$ cat src/rtl/servo_pwm_pkg.sv
// Shared types and default timing for the multi-channel servo PWM block.
// Defaults assume a 100 MHz clock and a 20 ms servo frame.
package servo_pwm_pkg;

    typedef enum logic {
        DIR_CCW = 1'b0,
        DIR_CW  = 1'b1
    } dir_e;

    localparam int DEF_PERIOD_CNT = 2_000_000;
    localparam int DEF_STOP_CNT   = 150_000;
    localparam int DEF_STEP_CNT   = 7_000;

endpackage

$ cat src/rtl/servo_ramp.sv
// One servo channel: holds commanded and in-use pulse widths, slews the in-use
// width once per frame, and produces the registered pwm compare.
module servo_ramp
    import servo_pwm_pkg::*;
#(
    parameter int CNT_W    = 21,
    parameter int STOP_CNT = DEF_STOP_CNT,
    parameter int RAMP_CNT = 0
) (
    input  logic             clk,
    input  logic             reset,
    input  logic             en,
    input  logic             wr_en,
    input  logic [CNT_W-1:0] wr_width,
    input  logic             tick,
    input  logic [CNT_W-1:0] cnt,
    output logic             pwm
);

    localparam logic [CNT_W-1:0] STOP_W = CNT_W'(STOP_CNT);
    localparam logic [CNT_W-1:0] RAMP_W = CNT_W'(RAMP_CNT);

    logic [CNT_W-1:0] target_q, target_d;
    logic [CNT_W-1:0] active_q, active_d;
    logic             pwm_q, pwm_d;
    logic [CNT_W-1:0] diff;
    logic             rising;

    always_comb begin
        target_d = wr_en ? wr_width : target_q;
        rising   = target_q > active_q;
        diff     = rising ? (target_q - active_q) : (active_q - target_q);
        active_d = active_q;
        // The in-use width only moves on the frame's last cycle, so a pulse
        // is never cut short or stretched mid-frame.
        if (tick) begin
            if (RAMP_CNT == 0 || diff <= RAMP_W) begin
                active_d = target_q;
            end else if (rising) begin
                active_d = active_q + RAMP_W;
            end else begin
                active_d = active_q - RAMP_W;
            end
        end
        pwm_d = en && (cnt < active_q);
    end

    always_ff @(posedge clk or posedge reset) begin
        if (reset) begin
            target_q <= STOP_W;
            active_q <= STOP_W;
            pwm_q    <= 1'b0;
        end else begin
            target_q <= target_d;
            active_q <= active_d;
            pwm_q    <= pwm_d;
        end
    end

    assign pwm = pwm_q;

endmodule

$ cat src/rtl/servo_pwm_multi.sv
// Multi-channel continuous-rotation servo PWM: shared frame counter, command
// handshake and channel decode feeding one servo_ramp per channel.
module servo_pwm_multi
    import servo_pwm_pkg::*;
#(
    parameter int N_CH       = 2,
    parameter int PERIOD_CNT = DEF_PERIOD_CNT,
    parameter int CNT_W      = 21,
    parameter int STOP_CNT   = DEF_STOP_CNT,
    parameter int STEP_CNT   = DEF_STEP_CNT,
    parameter int LVL_W      = 3,
    parameter int RAMP_CNT   = 0,
    localparam int CH_W      = (N_CH > 1) ? $clog2(N_CH) : 1
) (
    input  logic             clk,
    input  logic             reset,
    input  logic             en,
    input  logic             cmd_valid,
    output logic             cmd_ready,
    input  logic [CH_W-1:0]  cmd_ch,
    input  logic             cmd_dir,
    input  logic [LVL_W-1:0] cmd_speed,
    output logic             cmd_err,
    output logic [N_CH-1:0]  pwm,
    output logic             frame_tick
);

    localparam logic [CNT_W-1:0] LAST_W = CNT_W'(PERIOD_CNT - 1);
    localparam logic [CNT_W-1:0] STOP_W = CNT_W'(STOP_CNT);
    localparam logic [CNT_W-1:0] STEP_W = CNT_W'(STEP_CNT);
    localparam logic [CH_W:0]    NCH_W  = (CH_W + 1)'(N_CH);

    logic [CNT_W-1:0] cnt_q, cnt_d;
    logic             err_q, err_d;
    logic             tick;
    logic             accept;
    logic             ch_bad;
    logic [CNT_W-1:0] delta;
    logic [CNT_W-1:0] cmd_width;
    logic [N_CH-1:0]  wr_en;

    always_comb begin
        tick   = en && (cnt_q == LAST_W);
        cnt_d  = (!en || tick) ? '0 : cnt_q + CNT_W'(1);
        accept = cmd_valid && !tick;
        // Out-of-range channel codes exist whenever N_CH is not a power of two.
        ch_bad = {1'b0, cmd_ch} >= NCH_W;
        err_d  = accept && ch_bad;
        delta  = CNT_W'(cmd_speed) * STEP_W;
        cmd_width = (dir_e'(cmd_dir) == DIR_CW) ? (STOP_W + delta) : (STOP_W - delta);
    end

    always_comb begin
        wr_en = '0;
        for (int i = 0; i < N_CH; i++) begin
            wr_en[i] = accept && !ch_bad && (cmd_ch == CH_W'(i));
        end
    end

    always_ff @(posedge clk or posedge reset) begin
        if (reset) begin
            cnt_q <= '0;
            err_q <= 1'b0;
        end else begin
            cnt_q <= cnt_d;
            err_q <= err_d;
        end
    end

    assign frame_tick = tick;
    assign cmd_ready  = !tick;
    assign cmd_err    = err_q;

    servo_ramp #(
        .CNT_W   (CNT_W),
        .STOP_CNT(STOP_CNT),
        .RAMP_CNT(RAMP_CNT)
    ) u_ch [N_CH-1:0] (
        .clk     (clk),
        .reset   (reset),
        .en      (en),
        .wr_en   (wr_en),
        .wr_width(cmd_width),
        .tick    (tick),
        .cnt     (cnt_q),
        .pwm     (pwm)
    );

endmodule

$ cat config.mk
export PLATFORM = sky130hd
export DESIGN_NAME = servo_pwm_multi
export DESIGN_NICKNAME = d
export VERILOG_FILES = /design/src/rtl/servo_pwm_pkg.sv /design/src/rtl/servo_ramp.sv /design/src/rtl/servo_pwm_multi.sv
export SDC_FILE = /design/constraint.sdc
export NUM_CORES = 1
export LEC_CHECK = 0
export BUFFER_PORTS_ARGS = -buffer_cell sky130_fd_sc_hd__buf_2
export CORE_MARGIN = 3
export CORE_UTILIZATION = 48
export CTS_CLUSTER_DIAMETER = 30
export DETAILED_ROUTE_END_ITERATION = 7
export HOLD_SLACK_MARGIN = 0.08
export PLACE_DENSITY = 0.63
export SYNTH_ARGS = -nofsm -noshare
export SYNTH_HDL_FRONTEND = slang
export SYNTH_SLANG_ARGS = --single-unit
$ cat constraint.sdc
create_clock -name clk -period 2.5 [get_ports clk]
set_input_delay 0.125 -clock clk [delete_from_list [all_inputs] [get_ports clk]]
set_output_delay 0.125 -clock clk [all_outputs]
set_load 0.02 [all_outputs]
==> results of run 1 <==
==> power groups by stage <==
stage | sequential (mW) | clock, mW | combinational, mW
after floorplan | 1.61 | 0 | 0.562
after global placement | 1.63 | 0 | 0.831
after detailed placement | 1.63 | 0 | 0.846
after CTS | 1.61 | 1.02 | 0.851
after global routing | 1.62 | 1.05 | 0.977
final | 1.61 | 0.992 | 0.875
==> routing by layer <==
metal | global-route usage, % | part of all wire [%] | up-vias
met5 | 0 | 0 | -
met4 | 5.500 | 1.3 | 0
met3 | 3.375 | 2.0 | 13
met2 | 33.63 | 48 | 46
met1 | 26.53 | 48 | 1960
li1 | - | - | 2024
==> critical path: stages <==
cell and delay (ps):
buf_2 110, inv_2 60, ha_4 270, inv_1 60, ha_4 180, and3_2 210
o31a_1 260, or4_1 540, nand2_1 150, o22ai_4 100, a221oi_2 250, xor2_1 210
o21ai_1 90
==> placed cells by master (no fill, tap or decap), types with 3 or more instances in the layout <==
master,instances
nand3_1,12
o21ai_1,7
dfstp_2,32
and3_1,4
ha_1,38
dfrtp_1,51
a21oi_1,18
nor3b_1,3
a21o_1,13
a31oi_1,4
ha_4,4
or3_1,3
nand2_2,3
xor2_1,19
mux2_2,3
nand2b_1,8
a21oi_2,3
inv_1,37
xnor2_1,15
nor2b_1,4
nor2_1,36
buf_4,60
clkbuf_8,9
nand2_1,88
buf_2,11
nand4_1,5
o21ai_0,68
nor3_1,7
==> cell families (layout without fill, tap and decap cells) <==
group                      Yosys count  count (layout)
muxes                                5               5
DFF                                 83              83
other                                1               1
AOI/OAI and AO/OA                  141             141
xor gates and xnor gates            40              40
adders and majority gates           43              43
buffers and inverters               63             130
and+or+nand+nor                    185             185
==> sequential cells by signal, summed over array words and instances, names as in the netlist <==
register	flops
cnt_q	21
u_ch.active_q	30
u_ch.pwm	2
u_ch.target_q	30
==> layout make-up <==
cell class / count / area (µm²) / share of cell area (%)
flip-flops and latches: 83 / 2117 / 35.05
inverters: 39 / 147.6 / 2.444
repair buffers: 75 / 565.5 / 9.362
clock buffers: 10 / 127.6 / 2.113
well taps: 133 / 166.4 / 2.755
clock inverters: 6 / 73.82 / 1.222
multi-input cells: 415 / 2843 / 47.06
==> stage by stage <==
| step | utilization [%] | cells |
|---|---|---|
| global placement | 57.63 | 741 |
| global route | 60.41 | 761 |
| finish | 60.41 | 761 |
| detailed placement | 57.63 | 741 |
| floorplan | - | 561 |
| CTS | 59.85 | 759 |
==> cells in the mapped netlist (all sizes together), types with 2 or more instances <==
master	n	share of area (%)
nor2	36	2.7
a221oi	3	0.64
nand3b	2	0.30
nand3	12	1.2
nor2b	4	0.49
inv	39	2.9
a22o	2	0.35
o21ai	77	7.6
nor3	8	0.79
dfstp	32	17
clkbuf	15	1.3
o31ai	2	0.30
o21a	2	0.30
ha	43	11
a31oi	4	0.49
nand2b	8	0.99
mux2i	2	0.39
buf	9	1.7
mux2	3	0.67
or3	3	0.37
dfrtp	51	25
nand2	91	6.7
xor2	22	3.9
xnor2	18	3.5
a21o	14	2.1
a311oi	2	0.47
and2	3	0.37
nor3b	3	0.44
a21oi	22	2.3
a211oi	3	0.44
o21bai	2	0.30
and3	5	0.64
nand4	5	0.62
==> worst min-delay path by stage <==
stage / from / end / slack, ps
after floorplan: en / cnt_q[6] / 250
after global placement: reset / cnt_q[1] / 270
after detailed placement: reset / cnt_q[1] / 280
after CTS: cmd_valid / u_ch[1].target_q[3] / 130
after global routing: cmd_ch / u_ch[0].target_q[3] / 160
final: cmd_valid / u_ch[1].target_q[3] / 150
==> timing repair <==
| action | 4_1_cts | 5_1_grt |
|---|---|---|
| hold buffers | 2 | 0 |
| setup endpoints to repair | 0 | 16 |
| buffers inserted | 0 | 2 |
| endpoints found under the hold margin | 28 | 0 |
| gates resized for setup | 0 | 15 |
==> metrics.log, run 1 <==
INFO  metric clk_path_buf_depth = 2
INFO  metric r2r_setup_slk = roughly 160 ps
INFO  metric cts.sinks = 83
INFO  metric half_perimeter_wire_length_of_the_detailed_placement_result = about 8400 µm
INFO  metric crit_fanout = 6
INFO  metric number_of_buffers_created_by_cts = 9
INFO  metric power_switching = between 1 and 1.5 mW
INFO  metric synth-seq-cells = 83
INFO  metric cts.reportedPaths.clkPinSlew = roughly 90 ps
INFO  metric design.portCount = 14
INFO  metric reg2reg_depth = 10
INFO  metric yosysWarnings = 0
INFO  metric timing.hold.worst_path_depth = 3
INFO  metric r2r_end = u_ch[0].pwm
INFO  metric final_area = 6041 µm²
INFO  metric leakage = 2.997 nW
INFO  metric final.setup.worst_slack = approximately 130 ps
INFO  metric initial_antenna_violation_count = 0
INFO  metric final.period_utilization = 94.90%
INFO  metric floorplan.die.width = between 100 and 150 µm
INFO  metric synth_top_family_by_area = compound AO/OA/AOI/OAI gates
INFO  metric cts.htree.levels = 3
INFO  metric grt_remaining_overflow = 0
INFO  metric worst-slew-pin-transition = 763.9 ps
INFO  metric syn-mean-instance-area = 9.042 µm²
INFO  metric layout-area-overhead-vs-synth = 19.09%
INFO  metric grt_pass1_vias = about 3,900
INFO  metric detail_route.drc_violations = 0
INFO  metric cts.root.buffer_cell = clkbuf_8
INFO  metric n_antenna_cell = 0
INFO  metric timing.final.hold_violations = 0
INFO  metric worstSetupEndpoint = u_ch[0].target_q[15]
INFO  metric switch_share = between 30% and 40%
INFO  metric async_flop_share = between 90% and 100%
INFO  metric synth_xor_xnor_area_share = under 10%
INFO  metric power.clock.fraction = between 20% and 30%
INFO  metric worstReg2RegStart = u_ch[0].active_q[4]
INFO  metric synth_nets = ~600
INFO  metric design.core.area = 10000 µm²
INFO  metric grt_pass1_wl = 18,730 µm
INFO  metric fill_cells = just over 900
INFO  metric syn-cell-area = between 5000 and 6000 µm²
INFO  metric avgViaCountPerCell = between 5 and 6
INFO  metric timing.critical_path.to_type = register
INFO  metric die_height = 108.8 µm
INFO  metric vias = 4,043
INFO  metric seqPwrFrac = a little under half
INFO  metric finalMaxSlewViolations = 0
INFO  metric postRouteWirelength = 11,040 µm
INFO  metric route.antenna.remaining_nets = 0
INFO  metric tritoncts = done
INFO  metric firstDrtPassIters = 4
INFO  metric worstPathRequired = 2750 ps
INFO  metric fin_skew = ~15 ps
INFO  metric synth_edf_count = 0
INFO  metric synth.area.mux_share = under 10%
INFO  metric synth-compound-area-share = between 15 and 20%
INFO  metric placed_cell_area = 5763 µm²
INFO  metric cp-start-kind = input pin
INFO  metric synth_cells = approximately 560
INFO  metric gp_routability_congestion = 0.8880
INFO  metric combinationalPowerShare = 25.2%
INFO  metric holdWs = approximately 150 ps
INFO  metric power_density = 574.7 nW/µm²
INFO  metric insertion_delay = 360 ps
INFO  metric critPathArrivalTime = around 2600 ps
INFO  metric maxCapViolations = 0
INFO  metric drt-initial-drc-count = between 150 and 200
INFO  metric rows = 36
INFO  metric dp_worst_setup_slack = -330.8 ps
INFO  metric main_flop_type_after_synthesis = dfrtp_1
INFO  metric final_layout_size_suffix_gt1_share = between 20% and 30%
INFO  metric timing.setup.critical_path_class = in -> reg
INFO  metric wl_per_cell = about 15 µm
INFO  metric setup-tns-final = 0 ps
INFO  metric startpoint = cmd_speed[1]
INFO  metric fmax = about 420 MHz
INFO  metric maximum_number_of_pins_on_one_net_before_global_route_repair = 59
INFO  metric period_minus_slack = roughly 2400 ps
INFO  metric start_util = between 50% and 60%
INFO  metric layout.nets = 675
INFO  metric io_buffers = 12
INFO  metric yosys.area_share.simple = between 10% and 20%
INFO  metric die-area = 11,840 µm²
INFO  metric setup-violations-final = 0
INFO  metric ys_types = 57
INFO  metric internal_power = approximately 2.4 mW
INFO  metric power.ir.vdd_worst = approximately 0.32 mV
INFO  metric synth_fa_ha_area_share = roughly a tenth
INFO  metric hold_path_class = in -> reg
INFO  metric yosysSeqAreaShare = 41.74%
INFO  metric outcome = completed
INFO  metric grt_use_total = about a fifth
INFO  metric p_total = between 3 and 4 mW
INFO  metric max_slew_margin = slightly below 50%
No activity file was read; power rests on OpenSTA's default activity.
==> run 2: changes to the inputs <==
==> constraint.sdc (replaced) <==
create_clock -name clk -period 2.8 [get_ports clk]
set_input_delay 0.14 -clock clk [delete_from_list [all_inputs] [get_ports clk]]
set_output_delay 0.14 -clock clk [all_outputs]
set_load 0.02 [all_outputs]
==> run 2 against run 1 <==
Net effect:
- clock skew increased by 0.95 ps
- hold slack got worse by 40 ps
- critical path depth increased by 3
- die area unchanged
==> metrics.log, run 2 (same netlist as run 1, synthesis figures left out) <==
INFO  metric outcome = completed
INFO  metric layout.nets = 660 (-2.2%)
INFO  metric design.portCount = 14 (unchanged)
INFO  metric power_density = 513.7 nW/µm² (-11%)
INFO  metric final_area = 5746 µm² (-4.9%)
INFO  metric setup-violations-final = 0 (unchanged)
INFO  metric dp.cells = 729 (-1.6%)
INFO  metric rows = 36 (unchanged)
INFO  metric rsz0062_at_grt = false
INFO  metric slowest_delay = 490 ps (-50 ps)
INFO  metric r2r_setup_slk = 430 ps (+270 ps)
INFO  metric firstDrtPassIters = 4 (unchanged)
INFO  metric half_perimeter_wire_length_of_the_detailed_placement_result = 8061 µm (-4.5%)
INFO  metric route.antenna.remaining_nets = 0 (unchanged)
INFO  metric layout-area-overhead-vs-synth = 13.27%
INFO  metric gp_routability_congestion = 0.8704 (-2.0%)
INFO  metric cts_setup_buffers = 0 (unchanged)
INFO  metric finalMaxSlewViolations = 0 (unchanged)
INFO  metric grt_use_total = 19.61% (-0.32 points)
INFO  metric cp-start-kind = input pin
INFO  metric postRouteWirelength = 10,570 µm (-4.2%)
INFO  metric critical_path.cell_chain = buf_2, inv_1, ha_1, inv_1, ha_2, ha_1, a21oi_4, or3b_2, nand2_1, a221oi_1, buf_4, nand2_1, o22ai_2, a221oi_2, xor2_1, o21ai_1
INFO  metric grtUsageMet3 = 3.967% (+0.59 points)
INFO  metric timing.setup.critical_path_class = in -> reg
INFO  metric reg2reg_depth = 10 (unchanged)
INFO  metric die-area = 11,840 µm² (unchanged)
INFO  metric most_common_cell_after_layout_fill_and_taps_aside = nand2_1
INFO  metric final_layout_size_suffix_gt1_share = 20.72% (-4.6 points)
INFO  metric worstSetupEndpoint = u_ch[1].target_q[15]
INFO  metric placed_cell_area = 5530 µm² (-4.0%)
INFO  metric critPathArrivalTime = 2860 ps (+240 ps)
INFO  metric groute.layer.met2.usage = 32.35% (-1.3 points)
INFO  metric critical_path_depth = 16 (+3)
INFO  metric fin_skew = 15.71 ps (+0.9479 ps)
INFO  metric worstReg2RegStart = u_ch[0].active_q[4]
INFO  metric period_minus_slack = around 2600 ps
INFO  metric cts.sinks = 83 (unchanged)
INFO  metric startpoint = cmd_speed[1]
INFO  metric number_of_buffers_created_by_cts = 9 (unchanged)
INFO  metric setup-tns-final = 0 ps (unchanged)
INFO  metric utilization = 57.46% (-3.0 points)
INFO  metric cts.htree.levels = 3 (unchanged)
INFO  metric die_height = 108.8 µm (unchanged)
INFO  metric drt-initial-drc-count = 223 (+42%)
INFO  metric detail_route.drc_violations = 0 (unchanged)
INFO  metric final.period_utilization = just over 90%
INFO  metric maxCapViolations = 0 (unchanged)
INFO  metric grt_pass1_wl = 18,580 µm (-0.77%)
INFO  metric leakage = 2.890 nW (-3.6%)
INFO  metric cts.root.buffer_cell = clkbuf_8
INFO  metric mostFrequentLayoutCells = nand2_1 (91), o21ai_0 (72), dfrtp_1 (51)
INFO  metric grt_pass1_vias = 3,899 (-0.91%)
INFO  metric grt_remaining_overflow = 0 (unchanged)
INFO  metric global_route.peak_usage_layer = met2
INFO  metric worstPathRequired = 3050 ps (+300 ps)
INFO  metric initial_antenna_violation_count = 0 (unchanged)
INFO  metric p_total = 2.951 mW (-15%)
INFO  metric vias = 3,913 (-3.2%)
INFO  metric biggestRegsByFlops = u_ch.active_q (30), u_ch.target_q (30), cnt_q (21)
INFO  metric critPathTopFamily = simple AND/OR/NAND/NOR gates
INFO  metric clk_path_buf_depth = 2 (unchanged)
INFO  metric timing.hold.worst_path_depth = 2 (-1)
INFO  metric hold_path_class = in -> reg
INFO  metric dp_worst_setup_slack = -179.0 ps (+151.8 ps)
INFO  metric start_util = 50.73% (unchanged)
INFO  metric cts.reportedPaths.clkPinSlew = 90 ps (about the same)
INFO  metric tritoncts = done
INFO  metric power.ir.vdd_worst = 0.3371 mV (+4.5%)
INFO  metric gr-usage-met1 = 26.91% (+0.38 points)
INFO  metric io_buffers = 12 (unchanged)
INFO  metric fmax = 383.5 MHz
INFO  metric design.core.area = 10000 µm² (unchanged)
INFO  metric n_antenna_cell = 0 (unchanged)
INFO  metric wl_per_cell = 14.17 µm (-2.3%)
INFO  metric fin_cells = 746 (-2.0%)
INFO  metric maximum_number_of_pins_on_one_net_before_global_route_repair = 58 (-1.7%)
INFO  metric timing.final.hold_violations = 0 (unchanged)
INFO  metric holdWs = 107.0 ps (-40.23 ps)
INFO  metric timing.critical_path.to_type = register
INFO  metric avgViaCountPerCell = 5.245 (-1.3%)
INFO  metric floorplan.die.width = 108.8 µm (unchanged)
INFO  metric critical_path.slowest_cell = or3b_2
INFO  metric crit_fanout = 6 (unchanged)
INFO  metric r2r_end = u_ch[0].pwm
INFO  metric final.setup.worst_slack = 192.4 ps (+64.82 ps)
INFO  metric cp_num_buf_inv = 4 (+1)
INFO  metric insertion_delay = 360 ps (about the same)
==> run 2: changes by cell type in the layout (fill, tap and decap cells not counted), moves of 2 or more <==
cell,previous run,this run
buf_4,60,46
ha_1,38,42
ha_4,4,0
o21ai_0,68,72
nand2_1,88,91
nand2_2,3,0
a21oi_1,18,20
a21oi_2,3,1
clkbuf_8,9,11
o21ai_1,7,5
o21ai_2,2,0
xnor2_1,15,17
xnor2_2,2,0
==> run 2: per-layer routing <==
metal / routed length, µm / part of all wire (%) / vias up
met1: 5276 / 50 / 1875
met4: 79 / 0.75 / 0
met3: 251 / 2.4 / 7
met5: 0 / 0 / -
met2: 4963 / 47 / 36
li1: - / - / 1995
==> run 2: power breakdown <==
part	total, mW	leakage [nW]	internal, mW	switching [mW]
clock network	0.831	0.0941	0.381	0.449
logic	0.688	1.84	0.314	0.375
registers	1.43	0.956	1.37	0.0668
total	2.95	2.89	2.06	0.891
==> run 2: area by class of cell <==
| cell class | instances | area [µm²] |
|---|---|---|
| well taps | 133 | 166.4 |
| clock inverters | 5 | 43.79 |
| flip-flops and latches | 83 | 2117 |
| multi-input cells | 415 | 2684 |
| clock buffers | 11 | 151.4 |
| inverters | 39 | 147.6 |
| repair buffers | 60 | 435.4 |
| fillers | 944 | 4254 |
==> run 2: what timing repair did <==
action,CTS,global route
endpoints found under the setup margin,0,2
gates resized for setup,0,3
endpoints found under the hold margin,23,0
hold buffers,1,0
==> run 2: worst min path at each step <==
stage / start / end / slack [ps]
global placement: reset / cnt_q[3] / 170
CTS: en / cnt_q[6] / 90
detailed placement: reset / cnt_q[3] / 180
finish: en / cnt_q[6] / 110
floorplan: en / cnt_q[6] / 270
global route: en / cnt_q[6] / 90
==> run 2: worst reg2reg max path, cell delays in order (launching register included) <==
cell and delay [ps]:
dfstp_2 520, inv_1 40, ha_1 280, a21o_1 170
a21o_1 180, a21o_1 180, a21o_1 180, a21o_1 180
a221oi_1 240, o21bai_1 130, a31oi_1 190
==> run 3: changes to the inputs <==
--- a/config.mk
+++ b/config.mk
@@ -12,6 +12,7 @@
 export DETAILED_ROUTE_END_ITERATION = 7
 export HOLD_SLACK_MARGIN = 0.08
 export PLACE_DENSITY = 0.63
+export REMOVE_ABC_BUFFERS = 1
 export SYNTH_ARGS = -nofsm -noshare
 export SYNTH_HDL_FRONTEND = slang
 export SYNTH_SLANG_ARGS = --single-unit
==> run 3 against run 2 <==
Net effect:
- routed wire length rose by 2.1%
- global-route usage barely moved
- flip-flop and latch count did not move
- register-to-register slack got worse by 30 ps
- worst setup slack improved by 1.7 ps
==> metrics.log, run 3 (same netlist as run 1, synthesis figures left out) <==
INFO  metric crit_fanout = 15 (+9)
INFO  metric io_buffers = 12 (unchanged)
INFO  metric route.antenna.remaining_nets = 0 (unchanged)
INFO  metric utilization = 58.16% (+0.70 points)
INFO  metric fin_skew = 13.45 ps (-2.264 ps)
INFO  metric gp_routability_congestion = 0.8679 (-0.29%)
INFO  metric insertion_delay = 360 ps (about the same)
INFO  metric power_density = 523.8 nW/µm² (+2.0%)
INFO  metric power.ir.vdd_worst = 0.2499 mV (-26%)
INFO  metric layout.nets = 667 (+1.1%)
INFO  metric most_common_cell_after_layout_fill_and_taps_aside = nand2_1
INFO  metric period_minus_slack = 2606 ps (-1.741 ps)
INFO  metric hold_path_class = in -> reg
INFO  metric n_antenna_cell = 0 (unchanged)
INFO  metric tritoncts = done
INFO  metric grt_remaining_overflow = 0 (unchanged)
INFO  metric reg2reg_depth = 10 (unchanged)
INFO  metric half_perimeter_wire_length_of_the_detailed_placement_result = 8068 µm (about the same)
INFO  metric critical_path.cell_chain = ha_1, nand2_1, nor2_1, and2_1, and4_1, nand2_1, inv_1, buf_4, buf_2
INFO  metric layout-area-overhead-vs-synth = 14.65%
INFO  metric die_height = 108.8 µm (unchanged)
INFO  metric start_util = 50.73% (unchanged)
INFO  metric critPathTopFamily = simple AND/OR/NAND/NOR gates
INFO  metric initial_antenna_violation_count = 0 (unchanged)
INFO  metric slowest_delay = 400 ps (-90 ps)
INFO  metric switch_share = 30.25% (+0.074 points)
INFO  metric firstDrtPassIters = 4 (unchanged)
INFO  metric worstPathRequired = 2660 ps (-390 ps)
INFO  metric cts.root.buffer_cell = clkbuf_8
INFO  metric postRouteWirelength = 10,790 µm (+2.1%)
INFO  metric maximum_number_of_pins_on_one_net_before_global_route_repair = 84 (+45%)
INFO  metric rsz0062_at_grt = false
INFO  metric cts.sinks = 83 (unchanged)
INFO  metric power_switching = 921.5 µW (+3.5%)
INFO  metric placed_cell_area = 5563 µm² (+0.59%)
INFO  metric final_layout_size_suffix_gt1_share = 21.45% (+0.73 points)
INFO  metric worstReg2RegStart = cnt_q[0]
INFO  metric timing.hold.worst_path_depth = 3 (+1)
INFO  metric timing.critical_path.to_type = primary output
INFO  metric setup-violations-final = 0 (unchanged)
INFO  metric critical_path.slowest_cell = dfrtp_1
INFO  metric die-area = 11,840 µm² (unchanged)
INFO  metric p_total = 3.046 mW (+3.2%)
INFO  metric clk_path_buf_depth = 2 (unchanged)
INFO  metric grt_pass1_wl = 18,660 µm (+0.45%)
INFO  metric wl_per_cell = 14.33 µm (+1.2%)
INFO  metric floorplan.die.width = 108.8 µm (unchanged)
INFO  metric drt-initial-drc-count = 245 (+9.9%)
INFO  metric grt_pass1_vias = 3,985 (+2.2%)
INFO  metric final_area = 5816 µm² (+1.2%)
INFO  metric seqPwrFrac = 47.2% (-1.3 points)
INFO  metric r2r_end = u_ch[1].target_q[13]
INFO  metric r2r_setup_slk = 400 ps (-30 ps)
INFO  metric detail_route.drc_violations = 0 (unchanged)
INFO  metric cts.htree.levels = 3 (unchanged)
INFO  metric design.portCount = 14 (unchanged)
INFO  metric finalMaxSlewViolations = 0 (unchanged)
INFO  metric internal_power = 2.125 mW (+3.1%)
INFO  metric combinationalPowerShare = 23.0% (-0.3 points)
INFO  metric timing.hold.worst.start = cmd_ch
INFO  metric leakage = 2.935 nW (+1.6%)
INFO  metric final.period_utilization = 93.07% (about the same)
INFO  metric cp_num_buf_inv = 3 (-1)
INFO  metric timing.setup.critical_path_class = reg -> out
INFO  metric vias = 3,983 (+1.8%)
INFO  metric fmax = 383.8 MHz (about the same)
INFO  metric avgViaCountPerCell = 5.290 (+0.84%)
INFO  metric cts.reportedPaths.clkPinSlew = 100 ps (about the same)
INFO  metric rows = 36 (unchanged)
INFO  metric maxCapViolations = 0 (unchanged)
INFO  metric outcome = completed
INFO  metric timing.final.hold_violations = 0 (unchanged)
INFO  metric cp-start-kind = register
INFO  metric grt_use_total = 19.58% (-0.038 points)
INFO  metric number_of_buffers_created_by_cts = 9 (unchanged)
INFO  metric design.core.area = 10000 µm² (unchanged)
INFO  metric biggestRegsByFlops = u_ch.active_q (30), u_ch.target_q (30), cnt_q (21)
INFO  metric critPathArrivalTime = 2470 ps (-390 ps)
INFO  metric power.clock.fraction = 29.8% (+1.7 points)
INFO  metric mostFrequentLayoutCells = nand2_1 (90), o21ai_0 (73), dfrtp_1 (51), buf_4 (51), ha_1 (42)
INFO  metric critical-path-top-cell-by-count = nand2_1
INFO  metric min_delay_worst_endpoint = u_ch[0].target_q[3]
-- run 3: timing repair --
item	CTS	global route
setup buffers	0	1
hold endpoints to repair	52	0
endpoints found under the setup margin	0	10
hold buffers	2	0
resized for setup	0	5
-- run 3: cell type report --
type	count	area (µm²)
clock buffer	9	123.9
clock inverter	7	83.83
fill	939	4184
inverter	39	147.6
multi-input combinational	415	2674
sequential	83	2117
tap	133	166.4
timing repair buffer	67	503.0
-- run 3: layer usage --
metal / vias to the layer above / track usage [%] / wire (µm) / part of all wire [%]
met1: 1906 / 25.19 / 5093 / 47
met2: 55 / 33.85 / 5293 / 49
met4: 0 / 5.230 / 175 / 1.6
met3: 16 / 3.671 / 231 / 2.1
met5: - / 0 / 0 / 0
li1: 2006 / - / - / -
-- run 3: how the worst max path moves through the flow --
| stage | from | cells past startpoint | endpoint |
|---|---|---|---|
| 3_5_place_dp | cmd_speed[2] | 15 | u_ch[1].target_q[13] |
| 2_1_floorplan | cmd_speed[0] | 12 | u_ch[1].target_q[15] |
| 3_3_place_gp | cmd_speed[1] | 15 | u_ch[1].target_q[14] |
| 4_1_cts | cmd_speed[2] | 15 | u_ch[1].target_q[13] |
| 6_report | cnt_q[0] | 9 | frame_tick |
| 5_1_grt | cnt_q[0] | 9 | frame_tick |
-- run 3: metrics by stage --
step                setup slack [ps]  instances  setup TNS [ps]  hold slack [ps]
floorplan                     -153.2        537          -607.0            268.6
global placement              -74.23        734          -530.1            257.5
detailed placement            -219.0        734           -1811            263.2
CTS                            158.5        752               0            174.8
global route                   9.324        753               0            200.6
finish                         194.2        753               0            192.9
-- run 3: worst min-delay path, cell delays in order --
cell and delay [ps]:
buf_2 80, nand3b_1 140, mux2_2 170
-- run 3: power by group through the flow --
stage	clock [mW]	combinational (mW)	sequential [mW]
floorplan	0	0.433	1.44
global placement	0	0.674	1.45
detailed placement	0	0.691	1.46
CTS	0.925	0.695	1.44
global route	0.977	0.788	1.46
finish	0.908	0.700	1.44
